**config.mk**
```make
export PLATFORM = sky130hd
export DESIGN_NAME = ccff_chain_loader
export DESIGN_NICKNAME = d
export VERILOG_FILES = /design/src/rtl/ccff_loader_pkg.sv /design/src/rtl/ccff_word_serializer.sv /design/src/rtl/ccff_chain_loader.sv
export SDC_FILE = /design/constraint.sdc
export NUM_CORES = 1
export LEC_CHECK = 0
export CORE_UTILIZATION = 59
export CTS_BUF_LIST = sky130_fd_sc_hd__clkbuf_8 sky130_fd_sc_hd__clkbuf_16
export CTS_CLUSTER_SIZE = 8
export DETAILED_ROUTE_END_ITERATION = 10
export PLACE_DENSITY = 0.84
export SETUP_SLACK_MARGIN = 0.05
export SKIP_LAST_GASP = 1
export SLEW_MARGIN = 20
export SYNTH_ARGS = -nofsm -noshare
export SYNTH_HDL_FRONTEND = slang
export SYNTH_SLANG_ARGS = --single-unit
```
**constraint.sdc**
```tcl
create_clock -name prog_clk -period 5.2 [get_ports prog_clk]
set_input_delay 1.56 -clock prog_clk [delete_from_list [all_inputs] [get_ports prog_clk]]
set_output_delay 1.56 -clock prog_clk [all_outputs]
set_load 0.01 [all_outputs]
```
**src/rtl/ccff_loader_pkg.sv**
```systemverilog
// Shared types and helpers for the configuration-chain loader.
// Holds the FSM state encoding, the pass-mode constants and the counter width helper.
package ccff_loader_pkg;

    typedef enum logic [1:0] {
        StIdle   = 2'd0,
        StLoad   = 2'd1,
        StVerify = 2'd2,
        StDone   = 2'd3
    } ccff_ld_state_t;

    localparam logic CCFF_MODE_LOAD   = 1'b0;
    localparam logic CCFF_MODE_VERIFY = 1'b1;

    // Wide enough to hold CHAIN_LEN itself, since the counter stops there.
    function automatic int unsigned ccff_cnt_w(input int unsigned chain_len);
        return $clog2(chain_len + 1);
    endfunction

endpackage

```
**src/rtl/ccff_word_serializer.sv**
```systemverilog
// Word buffer that feeds the chain one bit per shift cycle, LSB first.
// Generates a registered s_ready that lets back-to-back words stream without bubbles.
module ccff_word_serializer
    import ccff_loader_pkg::*;
#(
    parameter int unsigned CHAIN_LEN = 1024,
    parameter int unsigned WORD_W    = 8,
    parameter int unsigned CNT_W     = ccff_cnt_w(CHAIN_LEN)
) (
    input  logic              prog_clk,
    input  logic              prog_reset,
    input  logic              active_next,
    input  logic              advance,
    input  logic [CNT_W-1:0]  cnt_next,
    input  logic [WORD_W-1:0] s_data,
    input  logic              s_valid,
    output logic              s_ready,
    output logic              bit_valid,
    output logic              cur_bit
);

    localparam int unsigned IDX_W = (WORD_W > 1) ? $clog2(WORD_W) : 1;
    localparam logic [IDX_W-1:0] LAST_IDX = IDX_W'(WORD_W - 1);
    localparam logic [CNT_W-1:0] LEN      = CNT_W'(CHAIN_LEN);
    localparam logic [CNT_W-1:0] LEN_M1   = CNT_W'(CHAIN_LEN - 1);

    logic [WORD_W-1:0] buf_q, buf_d;
    logic [IDX_W-1:0]  idx_q, idx_d;
    logic              valid_q, valid_d;
    logic              ready_q, ready_d;
    logic              take;

    assign take = s_valid && ready_q;

    always_comb begin
        buf_d   = buf_q;
        idx_d   = idx_q;
        valid_d = valid_q;
        if (!active_next) begin
            // Leaving the pass discards whatever is left of the final word.
            valid_d = 1'b0;
            idx_d   = '0;
        end else if (take) begin
            buf_d   = s_data;
            idx_d   = '0;
            valid_d = 1'b1;
        end else if (advance && valid_q) begin
            if (idx_q == LAST_IDX) begin
                valid_d = 1'b0;
                idx_d   = '0;
            end else begin
                idx_d = idx_q + IDX_W'(1);
            end
        end
    end

    // Ready next cycle if the buffer will be empty or on its last bit, and the chain
    // still needs bits beyond what the buffer will have delivered by then.
    always_comb begin
        ready_d = 1'b0;
        if (active_next && (!valid_d || idx_d == LAST_IDX)) begin
            ready_d = valid_d ? (cnt_next < LEN_M1) : (cnt_next < LEN);
        end
    end

    always_ff @(posedge prog_clk or posedge prog_reset) begin
        if (prog_reset) begin
            buf_q   <= '0;
            idx_q   <= '0;
            valid_q <= 1'b0;
            ready_q <= 1'b0;
        end else begin
            buf_q   <= buf_d;
            idx_q   <= idx_d;
            valid_q <= valid_d;
            ready_q <= ready_d;
        end
    end

    assign s_ready   = ready_q;
    assign bit_valid = valid_q;
    assign cur_bit   = buf_q[idx_q];

endmodule

```
**src/rtl/ccff_chain_loader.sv**
```systemverilog
// Loads or verifies a tile configuration chain from a word-wide bitstream source.
// Verify rotates the chain through itself, so a full pass leaves the contents unchanged.
module ccff_chain_loader
    import ccff_loader_pkg::*;
#(
    parameter int unsigned CHAIN_LEN = 1024,
    parameter int unsigned WORD_W    = 8
) (
    input  logic              prog_clk,
    input  logic              prog_reset,
    input  logic              cmd_start,
    input  logic              cmd_verify,
    input  logic [WORD_W-1:0] s_data,
    input  logic              s_valid,
    output logic              s_ready,
    output logic              ccff_head,
    input  logic              ccff_tail,
    output logic              chain_shift_en,
    output logic              busy,
    output logic              done,
    output logic              verify_err
);

    localparam int unsigned CNT_W = ccff_cnt_w(CHAIN_LEN);
    localparam logic [CNT_W-1:0] LAST_CNT = CNT_W'(CHAIN_LEN - 1);

    ccff_ld_state_t   state_q, state_d;
    logic [CNT_W-1:0] cnt_q, cnt_d;
    logic             err_q, err_d;
    logic             shift;
    logic             active_next;
    logic             bit_valid;
    logic             cur_bit;

    assign busy  = (state_q == StLoad) || (state_q == StVerify);
    assign shift = busy && bit_valid;

    always_comb begin
        state_d = state_q;
        cnt_d   = cnt_q;
        err_d   = err_q;
        unique case (state_q)
            StIdle: begin
                if (cmd_start) begin
                    state_d = (cmd_verify == CCFF_MODE_VERIFY) ? StVerify : StLoad;
                    cnt_d   = '0;
                    err_d   = 1'b0;
                end
            end
            StLoad, StVerify: begin
                if (shift) begin
                    cnt_d = cnt_q + CNT_W'(1);
                    if (state_q == StVerify && ccff_tail != cur_bit) begin
                        err_d = 1'b1;
                    end
                    if (cnt_q == LAST_CNT) begin
                        state_d = StDone;
                    end
                end
            end
            StDone: begin
                state_d = StIdle;
            end
            default: begin
                state_d = StIdle;
            end
        endcase
    end

    assign active_next = (state_d == StLoad) || (state_d == StVerify);

    always_ff @(posedge prog_clk or posedge prog_reset) begin
        if (prog_reset) begin
            state_q <= StIdle;
            cnt_q   <= '0;
            err_q   <= 1'b0;
        end else begin
            state_q <= state_d;
            cnt_q   <= cnt_d;
            err_q   <= err_d;
        end
    end

    ccff_word_serializer #(
        .CHAIN_LEN (CHAIN_LEN),
        .WORD_W    (WORD_W),
        .CNT_W     (CNT_W)
    ) u_serializer (
        .prog_clk    (prog_clk),
        .prog_reset  (prog_reset),
        .active_next (active_next),
        .advance     (shift),
        .cnt_next    (cnt_d),
        .s_data      (s_data),
        .s_valid     (s_valid),
        .s_ready     (s_ready),
        .bit_valid   (bit_valid),
        .cur_bit     (cur_bit)
    );

    // Verify feeds the tail straight back so the chain rotates rather than being overwritten.
    assign ccff_head      = shift ? ((state_q == StVerify) ? ccff_tail : cur_bit) : 1'b0;
    assign chain_shift_en = shift;
    assign done           = (state_q == StDone);
    assign verify_err     = err_q;

endmodule

```
==> impl_metrics.env <==
export IMPL_status="finished, final reports clean"
export IMPL_ir_drop_v=0.000160
export IMPL_critPathArrivalTime_ns=2.76
export IMPL_clock_root_buffer="clkbuf_8"
export IMPL_crit_start="ccff_tail"
export IMPL_final_util_pct=70.1
export IMPL_syn_nets=180
export IMPL_cts_setup_buffers=0
export IMPL_worst_r2r_cell_count=7
export IMPL_cts_sinks=27
export IMPL_vias=1313
export IMPL_cp_start_kind="primary input"
export IMPL_netSwitchingFraction_pct=20.0
export IMPL_wire_per_inst_um=16.3
export IMPL_clock_skew_final_ns=0.00263
export IMPL_drt_initial_drc_count=68
export IMPL_endpoint_kind="primary output"
export IMPL_r2r_end="u_serializer.buf_q[1]$_DFFE_PP0P_"
export IMPL_busiest_layer="met2"
export IMPL_power_leakage_nw=0.822
export IMPL_setup_viol=0
export IMPL_drt_first_pass_iters=4
export IMPL_seq_area_frac_synth_pct=40.0
export IMPL_dieArea_sq_mm=0.00308
export IMPL_clockBufferDepth=2
export IMPL_yosysWarnings=0
export IMPL_synth_avg_cell_area_sq_um=10.5
export IMPL_die_h_um=55.5
export IMPL_dp_cells=203
export IMPL_grt_pass1_wl_um=5730
export IMPL_final_hold_violation_count=0
export IMPL_antenna_found_initial=0
export IMPL_grt_total_usage_pct=23.5
export IMPL_cts_tree="built"
export IMPL_use_met1_pct=31.8
export IMPL_fin_crit_sh_pct=83.2
export IMPL_insertion_delay_ns=0.27
export IMPL_grt_pass1_vias=1320
export IMPL_fin_nets=197
export IMPL_cts_resized_gates=0
export IMPL_vias_per_cell=6.34
export IMPL_row_count=19
export IMPL_syn_area_sq_mm=0.00169
export IMPL_worst_slew_pin_transition_ns=0.929
export IMPL_n_antenna_cell=0
export IMPL_grt_overflow_total=0
export IMPL_routed_wl_um=3370
export IMPL_slew_viol_final=0
export IMPL_period_needed_ns=4.32
export IMPL_synth_edff_count=0
export IMPL_r2r_slack_ns=2.25
export IMPL_crit_end="ccff_head"
export IMPL_grtUsageMet3_pct=4.22
export IMPL_fin_cells=207
export IMPL_place_congestion=0.912
export IMPL_drive_gt1_share_pct=16.5
export IMPL_p_comb_share_pct=4.6
export IMPL_power_frac_clock_pct=33.9
export IMPL_r2r_start="state_q[0]$_DFF_PP0_"
export IMPL_path_clk_slew_ns=0.08
export IMPL_p_sw_mw=0.0684
export IMPL_ios=20
export IMPL_ant_nets=0
export IMPL_slew_limit_headroom_pct=37.7
export IMPL_grt_max_degree=28
export IMPL_port_buffers=19
export IMPL_max_freq_mhz=231
export IMPL_rsz0062_at_grt="no"
export IMPL_holdBufCountCts=0
export IMPL_syn2layout_area_growth_pct=13.6
export IMPL_p_int_mw=0.273
export IMPL_hp_class="reg -> reg"
export IMPL_power_density_mw_per_mm2=178
export IMPL_synth_ff_type="dfrtp_1"
export IMPL_synth_seq_cells=27
export IMPL_postLayoutCellArea_sq_mm=0.00192
export IMPL_crit_fanout=2
export IMPL_synth_async_reset_ratio_pct=100
export IMPL_die_x_um=55.5
export IMPL_crit_required_ns=3.64
export IMPL_htreeDepth=1
export IMPL_start_util_pct=61.7
export IMPL_dp_slack_ns=0.887
export IMPL_drc=0
export IMPL_pwr_share_seq_pct=61.4
export IMPL_setup_tns_ns=0
export IMPL_syn_inst=160
export IMPL_cts_buffers=3
export IMPL_timing_final_ws_setup_ns=0.876
export IMPL_globalRouteMet2Util_pct=37.7
export IMPL_synthDistinctLibCells=51
export IMPL_cap_violations=0
export IMPL_hpwlAfterDp_um=2550
export IMPL_crit_type="in -> out"
export IMPL_core_area_sq_mm=0.00273
export IMPL_postPlaceCellArea_sq_mm=0.00187
-- cell type report --
type	count	area, sq um
Fill cell	219	817
Clock buffer	3	41.3
Inverter	4	15.0
Multi-Input combinational cell	122	951
Tap cell	31	38.8
Timing Repair Buffer	19	190
Sequential cell	27	676
Clock inverter	1	5.00
-- layout by cell type (no fill, tap or decap), drive strengths merged, types with 2 or more instances in the layout --
cell type       n
clkbuf          3
or2             3
mux4            2
nand3           5
inv             3
nand4           6
nor2           10
nor3            3
a31oi           2
nand2b          2
o21ai          11
nor2b           5
o311ai          5
a22oi           3
and2b           2
clkinv          2
mux2           10
dfrtp          27
ha              6
mux2i           3
o311a           2
a21oi           6
clkdlybuf4s50  19
nand2          16
-- worst min-delay path by stage --
stage / end / start / depth (start not counted)
finish: u_serializer.buf_q[1]$_DFFE_PP0P_ / u_serializer.buf_q[1]$_DFFE_PP0P_ / 1
global route: u_serializer.buf_q[1]$_DFFE_PP0P_ / u_serializer.buf_q[1]$_DFFE_PP0P_ / 1
CTS: u_serializer.buf_q[1]$_DFFE_PP0P_ / u_serializer.buf_q[1]$_DFFE_PP0P_ / 1
detailed placement: u_serializer.buf_q[1]$_DFFE_PP0P_ / u_serializer.buf_q[1]$_DFFE_PP0P_ / 1
global placement: u_serializer.buf_q[1]$_DFFE_PP0P_ / u_serializer.buf_q[1]$_DFFE_PP0P_ / 1
floorplan: u_serializer.buf_q[2]$_DFFE_PP0P_ / u_serializer.buf_q[2]$_DFFE_PP0P_ / 1
-- flip-flops by register name (all words and copies together) (netlist names) --
name                    flops
u_serializer.bit_valid      1
u_serializer.s_ready        1
cnt_q                      11
verify_err                  1
u_serializer.idx_q          3
u_serializer.buf_q          8
state_q                     2
-- power groups by stage --
stage	Combinational, mW	Clock [mW]	Sequential (mW)
6_report	0.0158	0.116	0.210
3_5_place_dp	0.0162	0	0.214
4_1_cts	0.0162	0.120	0.210
2_1_floorplan	0.00448	0	0.214
3_3_place_gp	0.0157	0	0.214
5_1_grt	0.0175	0.130	0.210
-- critical path, cell delays in order --
cell and delay (ns):
clkdlybuf4s50_1 0.49, a21oi_1 0.07, nor2_1 0.09, clkdlybuf4s50_1 0.55
-- logic make-up (layout without fill, tap and decap cells) --
kind of cell | Yosys count | count (layout) | synth area share [%]
AO/OA/AOI/OAI | 39 | 39 | 16.8
XOR/XNOR | 1 | 1 | 0.519
adder cells (fa/ha/maj) | 6 | 6 | 4.45
buffers and inverters | 11 | 27 | 3.63
flip-flops | 27 | 27 | 40.0
multiplexers | 15 | 15 | 12.9
AND/OR/NAND/NOR | 61 | 61 | 21.7
-- per-stage QoR --
stage / hold slack (ns) / power (mW)
final: 0.518 / 0.341
after global routing: 0.539 / 0.357
after CTS: 0.521 / 0.346
after detailed placement: 0.496 / 0.230
after global placement: 0.491 / 0.230
after floorplan: 0.476 / 0.218
-- routing by layer --
layer | share of wire [%] | vias up
li1 | - | 632
met1 | 45 | 638
met3 | 3.6 | 7
met2 | 50 | 36
met4 | 1.4 | 0
met5 | 0 | -
-- Yosys cell counts (4+ instances only) --
cell type / instances / area, sq um
ha_1: 6 / 75.1
o311ai_0: 4 / 35.0
nand2_1: 16 / 60.1
nand4_1: 5 / 31.3
mux2_4: 8 / 120
nor2b_1: 5 / 31.3
o21ai_0: 11 / 55.1
nor2_1: 10 / 37.5
a21oi_1: 6 / 30.0
dfrtp_1: 27 / 676
nand3_1: 5 / 25.0
inv_1: 4 / 15.0
Power figures use the tool's default switching activity.
